<file path="config.mk">
export PLATFORM = sky130hd
export DESIGN_NAME = fifo_sync_1clk
export DESIGN_NICKNAME = d
export VERILOG_FILES = /design/src/rtl/fifo_sync_1clk.sv
export SDC_FILE = /design/constraint.sdc
export NUM_CORES = 1
export LEC_CHECK = 0
export CAP_MARGIN = 30
export CORE_ASPECT_RATIO = 0.9
export CORE_MARGIN = 5
export CORE_UTILIZATION = 60
export CTS_CLUSTER_SIZE = 8
export DETAILED_ROUTE_END_ITERATION = 10
export DONT_BUFFER_PORTS = 1
export PLACE_DENSITY_LB_ADDON = 0.2
export SKIP_LAST_GASP = 1
export SLEW_MARGIN = 20
export SYNTH_ARGS = -nofsm -noshare
export SYNTH_HDL_FRONTEND = slang
export SYNTH_SLANG_ARGS = --single-unit
</file>
<file path="constraint.sdc">
create_clock -name wclk -period 2.5 [get_ports wclk]
set_input_delay 0.5 -clock wclk [delete_from_list [all_inputs] [get_ports wclk]]
set_output_delay 0.5 -clock wclk [all_outputs]
set_load 0.1 [all_outputs]
</file>
<file path="src/rtl/fifo_sync_1clk.sv">
// Purpose : single-clock first-word-fall-through FIFO, DSIZE-bit words, 2**ASIZE entries.
// Latency : a word written on edge N is visible on rdata (and clears rempty) after edge N.
// Backpress: wfull rejects further writes, rempty rejects reads; rejected requests are silently dropped.
//
// Ports:
//   wclk    - sole clock, all state changes on its rising edge
//   wrst_n  - asynchronous assert, synchronous release, active-low reset
//   winc    - push request, accepted when wfull=0; wdata sampled with it
//   wfull   - registered, buffer holds 2**ASIZE words
//   rinc    - pop request, accepted when rempty=0
//   rdata   - head-of-queue word, forced to zero while empty
//   rempty  - registered, buffer holds no words
//   level   - (only with FIFO_LEVEL_EN) registered occupancy, 0..2**ASIZE
//
// Build option: define FIFO_LEVEL_EN to add the registered occupancy output.
module fifo_sync_1clk #(
  parameter int DSIZE = 8,
  parameter int ASIZE = 4
) (
  input  logic             wclk,
  input  logic             wrst_n,
  input  logic             winc,
  input  logic [DSIZE-1:0] wdata,
  output logic             wfull,
  input  logic             rinc,
  output logic [DSIZE-1:0] rdata,
  output logic             rempty
`ifdef FIFO_LEVEL_EN
  ,
  output logic [ASIZE:0]   level
`endif
);

  localparam int DEPTH = 1 << ASIZE;
  localparam logic [ASIZE:0] PTR_ONE = {{ASIZE{1'b0}}, 1'b1};

  // Pointers carry one extra wrap bit so full and empty are distinguishable
  // when the address bits match.
  logic [ASIZE:0]   wptr_q, wptr_d;
  logic [ASIZE:0]   rptr_q, rptr_d;
  logic             wfull_q, wfull_d;
  logic             rempty_q, rempty_d;
  logic [DSIZE-1:0] mem_q [DEPTH];

  logic             wr_en;
  logic             rd_en;
  logic             mem_we;
  logic [ASIZE-1:0] waddr;
  logic [ASIZE-1:0] raddr;

  // Requests only take effect against the registered flags, so a push while
  // empty and a pop while full both work in the same cycle.
  assign wr_en = winc & ~wfull_q;
  assign rd_en = rinc & ~rempty_q;
  assign waddr = wptr_q[ASIZE-1:0];
  assign raddr = rptr_q[ASIZE-1:0];

  // Array is never reset; a write presented while reset is held must not
  // disturb its contents either.
  assign mem_we = wr_en & wrst_n;

  always_comb begin
    wptr_d = wptr_q;
    rptr_d = rptr_q;
    if (wr_en) begin
      wptr_d = wptr_q + PTR_ONE;
    end
    if (rd_en) begin
      rptr_d = rptr_q + PTR_ONE;
    end
  end

  // Flags come from the next-state pointers so they line up with the
  // pointer update instead of trailing it by a cycle.
  always_comb begin
    rempty_d = (wptr_d == rptr_d);
    wfull_d  = (wptr_d[ASIZE] != rptr_d[ASIZE]) &&
               (wptr_d[ASIZE-1:0] == rptr_d[ASIZE-1:0]);
  end

  always_ff @(posedge wclk or negedge wrst_n) begin
    if (!wrst_n) begin
      wptr_q   <= '0;
      rptr_q   <= '0;
      wfull_q  <= 1'b0;
      rempty_q <= 1'b1;
    end else begin
      wptr_q   <= wptr_d;
      rptr_q   <= rptr_d;
      wfull_q  <= wfull_d;
      rempty_q <= rempty_d;
    end
  end

  always_ff @(posedge wclk) begin
    if (mem_we) begin
      mem_q[waddr] <= wdata;
    end
  end

  // Fall-through head view; zeroed while empty so stale array contents
  // never leak out after a drain or reset.
  assign rdata  = rempty_q ? '0 : mem_q[raddr];
  assign wfull  = wfull_q;
  assign rempty = rempty_q;

`ifdef FIFO_LEVEL_EN
  logic [ASIZE:0] level_q;
  logic [ASIZE:0] level_d;

  // Modulo subtraction of the wrap-extended pointers gives 0..DEPTH directly.
  assign level_d = wptr_d - rptr_d;

  always_ff @(posedge wclk or negedge wrst_n) begin
    if (!wrst_n) begin
      level_q <= '0;
    end else begin
      level_q <= level_d;
    end
  end

  assign level = level_q;
`endif

endmodule

</file>
Yosys cells after proc, flatten, opt, wreduce, memory -nomap -nowiden
Memories as Yosys holds them, arrays and structs flattened.
Index checks and enable logic that the tools add are counted.

storage, ports and cells
  memory bits (writable) = 128
  memories = 1
  bits in registers = 12

cells by class
  add/sub/neg operators = 2
  mux-type cells = 5
  equal/unequal tests = 3
  reductions and logical operators = 1
  bitwise logic cells = 5

memories
  memory  words  bits a word  rd ports  clocked after memory_dff  wr ports  line  source
  mem_q   16     8            1         0                         1         43    logic [DSIZE-1:0] mem_q [DEPTH];

operators by type and width
  operator                                      number
  adder 5 x 1 -> 5 bit (second input constant)  2
  2-to-1 mux 5 bit                              2
  2-to-1 mux 8 bit                              1
  equality test 5 bit                           1
  equality test 4 bit                           1
  AND 1 bit                                     3
  2-to-1 mux 1 bit                              2
  NOT 1 bit                                     2
  logical AND 1 bit                             1
  inequality test 1 bit                         1

Logic depth before layout (Yosys ltp)
Gate-level depths: netlist of the first run.

  depth in word-level cells = 5
  gate-level depth with buffers = 6
  mapped depth without buffers = 6

Worst setup path after synthesis of the first run
Ideal clock, no wire load.

  path kind = register to output
  start = register rptr_q[1]
  end = output rdata[1]
  cell stages (with the launch flop) = 6
  data arrival time = 2.661 ns
  path slack = -0.661 ns
  cell sequence = dfrtp_1 -> buf_2 -> buf_1 -> mux4_2 -> a22oi_1 -> a21oi_1

on the way
  longest elaborated chain between the ends = 2

ends and longest elaborated chain
  item                    line  source
  from (decl)             40    logic [ASIZE:0] rptr_q, rptr_d;
  from (signal assigned)  89    rptr_q <= rptr_d;
  memory (16 x 8 bit)     n/a
  2-to-1 mux 8 bit        103   assign rdata = rempty_q ? '0 : mem_q[raddr];
  to (decl)               26    output logic [DSIZE-1:0] rdata,

No other way between the ends.

Worst setup path after layout of the first run
  start = register rptr_q[0]
  end = output rdata[1]

The elaborated chain is that of the path after synthesis.

==> results of run 1 <==
logic make-up (layout without fill, tap and decap cells):
group	after synthesis	in the layout	synth area share, %
buf+inv	17	69	1.620
xor+xnor	13	13	2.048
fa+ha+maj	5	5	1.125
compound gates	24	24	2.880
simple gates	39	39	4.073
flops	140	140	74.55
mux	34	34	13.70
critical path: stages, from the launching register on:
cell,delay [ps]
dfrtp_2,410
buf_12,190
mux4_2,530
a22oi_2,260
a21oi_2,120
buf_12,180
sequential cells by signal (all words and copies together), names as in the netlist:
signal	count
rptr_q	5
wfull	1
wptr_q	5
mem_q	128
rempty	1
metal layers:
layer	wire (um)	track usage (%)
met1	4710	29.09
met2	5435	33.33
met3	661	7.407
met4	159	7.858
met5	0	0
what timing repair did:
| action | CTS | global route |
|---|---|---|
| hold buffers | 1 | 0 |
| pin swaps | 2 | 5 |
| resized for setup | 15 | 0 |
| setup buffers | 0 | 2 |
| hold endpoints to repair | 12 | 0 |
| setup endpoints to repair | 8 | 8 |
worst min-delay path by stage:
| stage | from | to |
|---|---|---|
| 2_1_floorplan | wrst_n | rptr_q[0] |
| 3_3_place_gp | wrst_n | rptr_q[4] |
| 3_5_place_dp | wrst_n | rptr_q[4] |
| 4_1_cts | wdata[3] | mem_q[12][3] |
| 5_1_grt | wdata[3] | mem_q[12][3] |
| 6_report | wdata[4] | mem_q[15][4] |
final cells by class:
cell class	instances	area share [%]
Clock buffer	22	6.984
Timing Repair Buffer	33	5.728
Clock inverter	10	1.681
Tap cell	122	2.254
Sequential cell	140	61.23
Multi-Input combinational cell	115	21.90
Inverter	4	0.2217
cell usage in the layout, fill, tap and decap left out, types with 2 or more instances in the layout:
| master | n |
|---|---|
| edfxtp_1 | 128 |
| mux4_2 | 32 |
| buf_4 | 21 |
| nor2_1 | 17 |
| clkbuf_16 | 16 |
| a22oi_2 | 15 |
| buf_12 | 11 |
| dfrtp_1 | 10 |
| xor2_1 | 8 |
| a21oi_4 | 7 |
| xnor2_1 | 5 |
| ha_1 | 5 |
| clkbuf_8 | 5 |
| nand3b_1 | 4 |
| inv_1 | 4 |
| nand2_1 | 4 |
| nand4_1 | 3 |
| clkinvlp_4 | 3 |
| nor2b_1 | 2 |
| nor2b_4 | 2 |
| nand3_1 | 2 |
| bufinv_16 | 2 |
| clkinv_2 | 2 |
metrics by stage:
step	instance area (um2)	setup TNS (ps)	utilization, %	setup slack (ps)	hold slack, ps
finish	6771	-1610	74.55	-233.9	60.09
global route	6771	-2270	74.55	-332.3	28.01
CTS	6756	-1992	74.38	-280.8	39.91
detailed placement	6085	0	66.98	199.7	204.8
global placement	6085	0	66.98	236.2	204.8
floorplan	5643	-80.04	-	-80.04	204.4
==> flow_summary.json, run 1 <==
{
  "status": "finished with violations",
  "failed_checks": "setup timing",
  "ant_nets": 0,
  "initial_utilization_pct": 61.21,
  "fillers": 509,
  "grt_max_degree": 36,
  "critPathRequiredTime_ps": 2000,
  "fin_ws_ps": -233.9,
  "dr.first_iter.drc_count": 155,
  "synth_commonest_cells": "128 x edfxtp_1, 32 x mux4_2, 17 x nor2_1",
  "grt_usage_pct": 21.53,
  "synth_area_leaders": "edfxtp_1 69%, mux4_2 13%, dfrtp_1 5.0%",
  "htreeDepth": 4,
  "reg2reg_slack_ps": 370,
  "place.detailed.hpwl_um": 6734,
  "vias_per_cell": 6.045,
  "reg2reg_from": "rptr_q[0]",
  "critPathCaptureType": "primary output",
  "antenna_found_initial": 0,
  "synth-edff-count": 128,
  "cp_max_fo": 17,
  "ios": 22,
  "core_mm2": 0.009084,
  "clockBufferDepth": 2,
  "fp.dieArea_mm2": 0.01130,
  "grt_setup_unrepaired": "true",
  "insertion_delay_ps": 530,
  "syn-cell-area_mm2": 0.005560,
  "path_class": "flip-flop to primary output",
  "worstSetupStartpoint": "rptr_q[0]",
  "synth.most_common_cell": "edfxtp_1",
  "min_path_cells": 0,
  "synth_top_area_share_pct": 69.13,
  "drive_gt1_share_pct": 38.89,
  "nNetsFinal": 328,
  "io_buffers": 0,
  "ys_async_sr_fraction_pct": 8.571,
  "instances_no_fill": 446,
  "synthFlopType": "edfxtp_1",
  "min_path_type": "primary input to flip-flop",
  "grt_pass1_vias": 2833,
  "r2r_cells": 7,
  "cts_sinks": 140,
  "placementRows": 33,
  "fmax_mhz": 365.8,
  "root_buffer": "clkbuf_8",
  "syn_avg_cell_area_um2": 20.44,
  "path_clk_slew_ps": 60,
  "syn-num-nets": 289,
  "seq_area_frac_synth_pct": 74.55,
  "dr.pass1.iters": 7,
  "wirelength_um": 10970,
  "overflow": 0,
  "slew_headroom_pct": 49.65,
  "gp_congestion": 0.7775,
  "register_area_mm2": 0.004146,
  "wl_per_cell_um": 24.59,
  "grt_first_pass_wirelength_um": 17090,
  "die_h_um": 101.3,
  "finClkSkew_ps": 11.35,
  "ys_types": 29,
  "die_x_um": 111.5,
  "r2r-end": "wfull",
  "cts_tree": "yes",
  "arrival_ps": 2230,
  "cap_violations": 0,
  "syn_inst": 272,
  "setup_violations": 8,
  "yosysWarnings": 0,
  "synthToLayoutAreaGrowth_pct": 21.78,
  "worst_slew_pin_slew_ps": 752.4,
  "drc": 0,
  "drv_slew": 0,
  "diodes": 0,
  "numCtsBuffers": 17,
  "num_vias": 2696,
  "startpoint_type": "flip-flop",
  "multiInputGateArea_mm2": 0.001483,
  "period_minus_slack_ps": 2734,
  "hold_viol": 0,
  "crit_end": "rdata[1]",
  "timing.final.crit_share_pct": 109.4,
  "dp.cells": 411,
  "ys_ff_latch": 140,
  "yosys.area.top_type": "edfxtp_1"
}
Power of run 1 is left out: the tool's default activity adds up to more than one toggle a clock period on the data nets, which glitch-free logic cannot reach.
==> run 2: changes to the inputs <==
--- a/config.mk
+++ b/config.mk
@@ -5,6 +5,7 @@
 export SDC_FILE = /design/constraint.sdc
 export NUM_CORES = 1
 export LEC_CHECK = 0
+export ABC_AREA = 1
 export CAP_MARGIN = 30
 export CORE_ASPECT_RATIO = 0.9
 export CORE_MARGIN = 5
==> flow_summary.json, run 2 <==
{
  "diodes": 0,
  "min_path_type": "primary input to flip-flop",
  "cts_tree": "yes",
  "grt_max_degree": 36,
  "synthToLayoutAreaGrowth_pct": 19.81,
  "final_common_cell": "nand2_1",
  "worst_slew_pin_slew_ps": 873.5,
  "antenna_found_initial": 0,
  "cap_violations": 0,
  "ios": 22,
  "ant_nets": 0,
  "fmax_mhz": 391.4,
  "synth_area_leaders": "edfxtp_1 63%, nand2_1 9.2%, nor2_1 6.2%",
  "synth.most_common_cell": "nand2_1",
  "register_area_mm2": 0.004148,
  "drc": 0,
  "syn-cell-area_mm2": 0.006088,
  "syn_avg_cell_area_um2": 10.70,
  "p_total_uw": 9648,
  "cp_max_fo": 8,
  "leakagePower_uw": 0.002785,
  "wirelength_um": 14670,
  "num_vias": 4324,
  "largest_register_ffs": 128,
  "hold_viol": 0,
  "placed_cell_area_mm2": 0.006465,
  "crit_end": "rdata[0]",
  "grt_usage_pct": 24.26,
  "htreeDepth": 4,
  "path_clk_slew_ps": 60,
  "path_class": "flip-flop to primary output",
  "r2r-end": "mem_q[12][4]",
  "syn_inst": 569,
  "critPathCaptureType": "primary output",
  "seq_area_frac_synth_pct": 68.08,
  "synth_commonest_cells": "149 x nand2_1, 128 x edfxtp_1, 100 x nor2_1",
  "ir_worst_vdd_mv": 1.106,
  "r2r_cells": 4,
  "grt_setup_unrepaired": "true",
  "drive_gt1_share_pct": 17.45,
  "synth_top_area_share_pct": 63.13,
  "io_buffers": 0,
  "synthFlopType": "edfxtp_1",
  "die_h_um": 105.6,
  "yosys.area.top_type": "edfxtp_1",
  "syn-num-nets": 586,
  "timing.final.crit_share_pct": 102.2,
  "final_core_util_pct": 74.55,
  "gp_congestion": 0.8393,
  "overflow": 0,
  "drv_slew": 0,
  "ys_types": 29,
  "failed_checks": "setup timing",
  "fp.dieArea_mm2": 0.01226,
  "slew_headroom_pct": 41.55,
  "fin_ws_ps": -55.19,
  "numCtsBuffers": 17,
  "finClkSkew_ps": 8.379,
  "crit_slowest_cell": "dfrtp_2",
  "period_minus_slack_ps": 2555,
  "vias_per_cell": 5.804,
  "status": "finished with violations",
  "tns_ps": -278.6,
  "insertion_delay_ps": 410,
  "grt_pass1_vias": 4228,
  "dr.pass1.iters": 5,
  "nNetsFinal": 624,
  "critPathRequiredTime_ps": 2000,
  "clockBufferDepth": 2,
  "final_cell_mix": "147 x nand2_1, 128 x edfxtp_1, 100 x nor2_1",
  "reg2reg_from": "wptr_q[0]",
  "dpl_worst_slack_ps": 290.5,
  "multiInputGateArea_mm2": 0.001747,
  "root_buffer": "clkbuf_16",
  "top_regs": "mem_q (128), rptr_q (5), wptr_q (5)",
  "cts_sinks": 140,
  "fillers": 626,
  "startpoint_type": "flip-flop",
  "arrival_ps": 2060,
  "final_area_mm2": 0.007295,
  "setup_violations": 8,
  "power_density_mw_per_mm2": 1323,
  "ys_ff_latch": 140,
  "yosysWarnings": 0,
  "crit_chain": "buf_6 > buf_6 > nor2_1 > nor2_1 > o21ai_1 > nand3_1 > nand3_1 > a21oi_2 > buf_12",
  "wl_per_cell_um": 19.70,
  "placementRows": 34,
  "place.detailed.hpwl_um": 8673,
  "initial_utilization_pct": 62.23,
  "reg2reg_slack_ps": 500,
  "core_mm2": 0.009784,
  "dr.first_iter.drc_count": 355,
  "regMostFlops": "mem_q",
  "crit_path_max_incr_delay_ps": 470,
  "ys_async_sr_fraction_pct": 8.571,
  "synth-edff-count": 128,
  "hold_path.startpoint": "wdata[7]",
  "grt_first_pass_wirelength_um": 21970,
  "die_x_um": 116.2,
  "worstSetupStartpoint": "rptr_q[0]"
}
## run 2: cell types whose count changed in the layout (fill, tap and decap cells not counted), moves of 6 or more
| cell | before | now |
|---|---|---|
| nand2_2 | 0 | 7 |
| a22oi_2 | 15 | 0 |
| buf_6 | 0 | 6 |
| xor2_1 | 8 | 1 |
| inv_1 | 4 | 17 |
| o21ai_0 | 0 | 37 |
| nand2_1 | 4 | 147 |
| a21oi_4 | 7 | 0 |
| mux4_2 | 32 | 0 |
| o21ai_1 | 0 | 26 |
| a21oi_2 | 1 | 8 |
| nand3_1 | 2 | 32 |
| nor2_1 | 17 | 100 |
## run 2: final cells by class
cell class / instances / share of cell area [%]
clock buffer: 19 / 5.935
clock inverter: 12 / 1.938
inverter: 26 / 1.509
multi-input combinational: 379 / 23.95
sequential: 140 / 56.86
tap: 126 / 2.161
timing repair buffer: 43 / 7.650
## run 2: worst min-delay path by stage
stage              endpoint  cells past startpoint
3_3_place_gp          wfull                      0
4_1_cts         mem_q[4][2]                      0
5_1_grt         mem_q[5][4]                      0
6_report       mem_q[12][7]                      0
3_5_place_dp      wptr_q[0]                      0
2_1_floorplan     rptr_q[0]                      0
## run 2: report_power, final
part	leakage [uW]	internal [uW]	switching [uW]	total (uW)
sequential	0.00130	2730	183	2910
combinational	0.00122	1510	2810	4320
clock	0.000274	1470	940	2410
## run 2: critical path: cells and delay by family (launching register included)
kind                   cells  cell delay (ps)
AND/OR/NAND/NOR            4              350
flip-flops                 1              470
AO/OA/AOI/OAI              2              290
buffers and inverters      3              510
## run 2: cell families (layout without fill, tap and decap cells)
group,after synthesis,in the layout,share of synthesized area [%]
AND/OR/NAND/NOR,298,298,20.24
flip-flops,140,140,68.08
AO/OA/AOI/OAI,73,73,6.001
buffers and inverters,50,100,4.089
adder cells (fa/ha/maj),5,5,1.028
XOR/XNOR,3,3,0.5550
## run 2: what timing repair did
| item | CTS | global route |
|---|---|---|
| setup buffers | 5 | 3 |
| pin swaps | 1 | 10 |
| gates cloned | 1 | 4 |
| endpoints found under the setup margin | 8 | 8 |
| hold buffers | 1 | 0 |
| resized for setup | 19 | 13 |
| hold endpoints to repair | 12 | 0 |
## run 2: metal layers
layer	global-route usage [%]	vias up	wire length, um
li1	-	2004	-
met1	31.92	2117	5855
met2	40.35	181	7539
met3	6.017	22	1091
met4	6.794	0	188
met5	0	-	0
## run 2: metrics by stage
step	instances	hold slack, ps
floorplan	569	204.4
detailed placement	701	204.8
finish	745	181.5
global placement	701	204.9
global route	745	159.4
CTS	739	172.7
No activity file was read; power rests on OpenSTA's default activity.
==> run 3: changes to the inputs <==
--- a/config.mk
+++ b/config.mk
@@ -9,7 +9,7 @@
 export CAP_MARGIN = 30
 export CORE_ASPECT_RATIO = 0.9
 export CORE_MARGIN = 5
-export CORE_UTILIZATION = 60
+export CORE_UTILIZATION = 42
 export CTS_CLUSTER_SIZE = 8
 export DETAILED_ROUTE_END_ITERATION = 10
 export DONT_BUFFER_PORTS = 1
==> constraint.sdc (replaced) <==
create_clock -name wclk -period 2.09 [get_ports wclk]
set_input_delay 0.418 -clock wclk [delete_from_list [all_inputs] [get_ports wclk]]
set_output_delay 0.418 -clock wclk [all_outputs]
set_load 0.1 [all_outputs]
==> flow_summary.json, run 3 (synthesized netlist as in run 2, its figures left out) <==
{
  "final_cell_mix": "132 x nand2_1, 128 x edfxtp_1, 99 x nor2_1",
  "largest_register_ffs": 128,
  "clock_power_share_pct": 24.9,
  "diodes": 0,
  "grt_max_degree": 34,
  "r2r-end": "wfull",
  "overflow": 0,
  "path_clk_slew_ps": 60,
  "fillers": 1183,
  "power_switching_uw": 5000,
  "grt_pass1_vias": 4060,
  "setup_violations": 8,
  "numCtsBuffers": 17,
  "status": "finished with violations",
  "regMostFlops": "mem_q",
  "holdPathEnd": "mem_q[4][0]",
  "htreeDepth": 4,
  "top_regs": "mem_q (128), rptr_q (5), wptr_q (5)",
  "final_core_util_pct": 54.83,
  "fmax_mhz": 401.3,
  "instances_no_fill": 823,
  "nNetsFinal": 634,
  "crit_slowest_cell": "dfrtp_2",
  "failed_checks": "setup timing",
  "ios": 22,
  "grt_usage_pct": 18.63,
  "timing.final.crit_share_pct": 119.2,
  "slew_headroom_pct": 59.60,
  "arrival_ps": 2070,
  "wl_per_cell_um": 19.08,
  "min_path_cells": 0,
  "crit_path_max_incr_delay_ps": 450,
  "grt_first_pass_wirelength_um": 23350,
  "grt_setup_unrepaired": "true",
  "drive_gt1_share_pct": 23.33,
  "worst_slew_pin_slew_ps": 604.0,
  "min_path_type": "primary input to flip-flop",
  "ir_worst_vdd_mv": 1.304,
  "power_density_mw_per_mm2": 1588,
  "power.internal_uw": 7286,
  "r2r_cells": 12,
  "die_x_um": 136.9,
  "clockBufferDepth": 2,
  "vias_per_cell": 5.228,
  "reg2reg_from": "rptr_q[0]",
  "core_mm2": 0.01411,
  "ant_nets": 0,
  "drv_slew": 0,
  "final_common_cell": "nand2_1",
  "root_buffer": "clkbuf_16",
  "hold_viol": 0,
  "place.detailed.hpwl_um": 9438,
  "critPathCaptureType": "primary output",
  "finClkSkew_ps": 6.048,
  "die_h_um": 124.2,
  "crit_chain": "buf_8 > buf_12 > o21ai_1 > o21ai_2 > nand2_1 > nand2_1 > inv_1 > a21oi_4 > buf_12",
  "placementRows": 41,
  "holdWs_ps": 83.79,
  "cp_max_fo": 7,
  "combPwrFrac_pct": 47.0,
  "fp.dieArea_mm2": 0.01701,
  "gp_congestion": 0.8064,
  "reg2reg_slack_ps": 140,
  "path_class": "flip-flop to primary output",
  "crit_family": "buffers and inverters",
  "dr.first_iter.drc_count": 476,
  "period_minus_slack_ps": 2492,
  "startpoint_type": "flip-flop",
  "num_vias": 4303,
  "p_sw_share_pct": 40.70,
  "initial_utilization_pct": 43.16,
  "seqPwrFrac_pct": 28.1,
  "synthToLayoutAreaGrowth_pct": 27.04,
  "cts_sinks": 140,
  "dr.pass1.iters": 4,
  "drc": 0,
  "crit_buf_inv": 4,
  "fin_ws_ps": -402.0,
  "cts_tree": "yes",
  "insertion_delay_ps": 430,
  "leakagePower_uw": 0.002921,
  "io_buffers": 0,
  "cap_violations": 0,
  "critPathRequiredTime_ps": 1670,
  "dp.cells": 778,
  "hold_path.startpoint": "wdata[0]",
  "antenna_found_initial": 0,
  "wirelength_um": 15700
}
run 3: changes by cell type in the layout (fill, tap and decap cells not counted), sizes merged:
cell	previous run	this run
buf	40	47
bufinv	2	3
clkbuf	21	23
clkinv	9	8
clkinvlp	2	4
run 3: stage by stage:
stage	cell area [um2]	total power, uW	setup TNS (ps)	worst slack (ps)
floorplan	6186	6945	0	16.43
global placement	6739	8550	-28.18	-23.76
detailed placement	6739	8609	-39.85	-39.85
CTS	7548	12000	-2946	-382.8
global route	7735	12820	-3626	-480.9
finish	7735	12290	-2888	-402.0
run 3: worst max path at each step:
stage | depth (start not counted) | start | slack, ps | to
after floorplan | 11 | rptr_q[0] | 20 | rdata[5]
after global placement | 5 | rptr_q[2] | -20 | rdata[6]
after detailed placement | 5 | rptr_q[2] | -40 | rdata[6]
after CTS | 9 | rptr_q[0] | -380 | rdata[1]
after global routing | 9 | rptr_q[0] | -480 | rdata[2]
final | 9 | rptr_q[0] | -400 | rdata[0]
run 3: worst register-to-register path, stage by stage (launching register included):
cell and delay (ps):
dfrtp_2 460, buf_12 170, buf_12 140, buf_4 140
ha_1 310, nand3b_1 160, nand2_1 70, nand2_1 50
nand2_1 50, nand2_1 60, nor2_2 90, nand2_1 80
nor2_1 90
run 3: what timing repair did:
action / 4_1_cts / 5_1_grt
gates cloned: 3 / 6
buffers inserted: 4 / 0
pin swaps: 18 / 38
hold buffers: 1 / 0
resized for setup: 26 / 39
hold endpoints to repair: 12 / 0
endpoints found under the setup margin: 8 / 10
run 3: cell type report:
cell class | instances | area (um2) | area share [%]
clock inverter | 14 | 170.2 | 2.200
sequential | 140 | 4146 | 53.61
timing repair buffer | 53 | 755.7 | 9.770
multi-input combinational | 379 | 1887 | 24.39
clock buffer | 18 | 429.2 | 5.548
tap | 193 | 241.5 | 3.122
inverter | 26 | 105.1 | 1.359
run 3: power by group through the flow:
stage          Combinational, uW  Sequential, uW  Clock, uW
2_1_floorplan               3490            3450          0
3_3_place_gp                5060            3490          0
3_5_place_dp                5110            3500          0
4_1_cts                     5480            3450       3070
5_1_grt                     6130            3480       3210
6_report                    5770            3450       3060
run 3: metal layers:
metal	track usage [%]	vias to the layer above	wire length [um]
met5	0	-	0
met4	5.575	0	239
met3	5.533	17	1100
met2	27.36	149	7200
met1	26.74	2109	7163
li1	-	2028	-
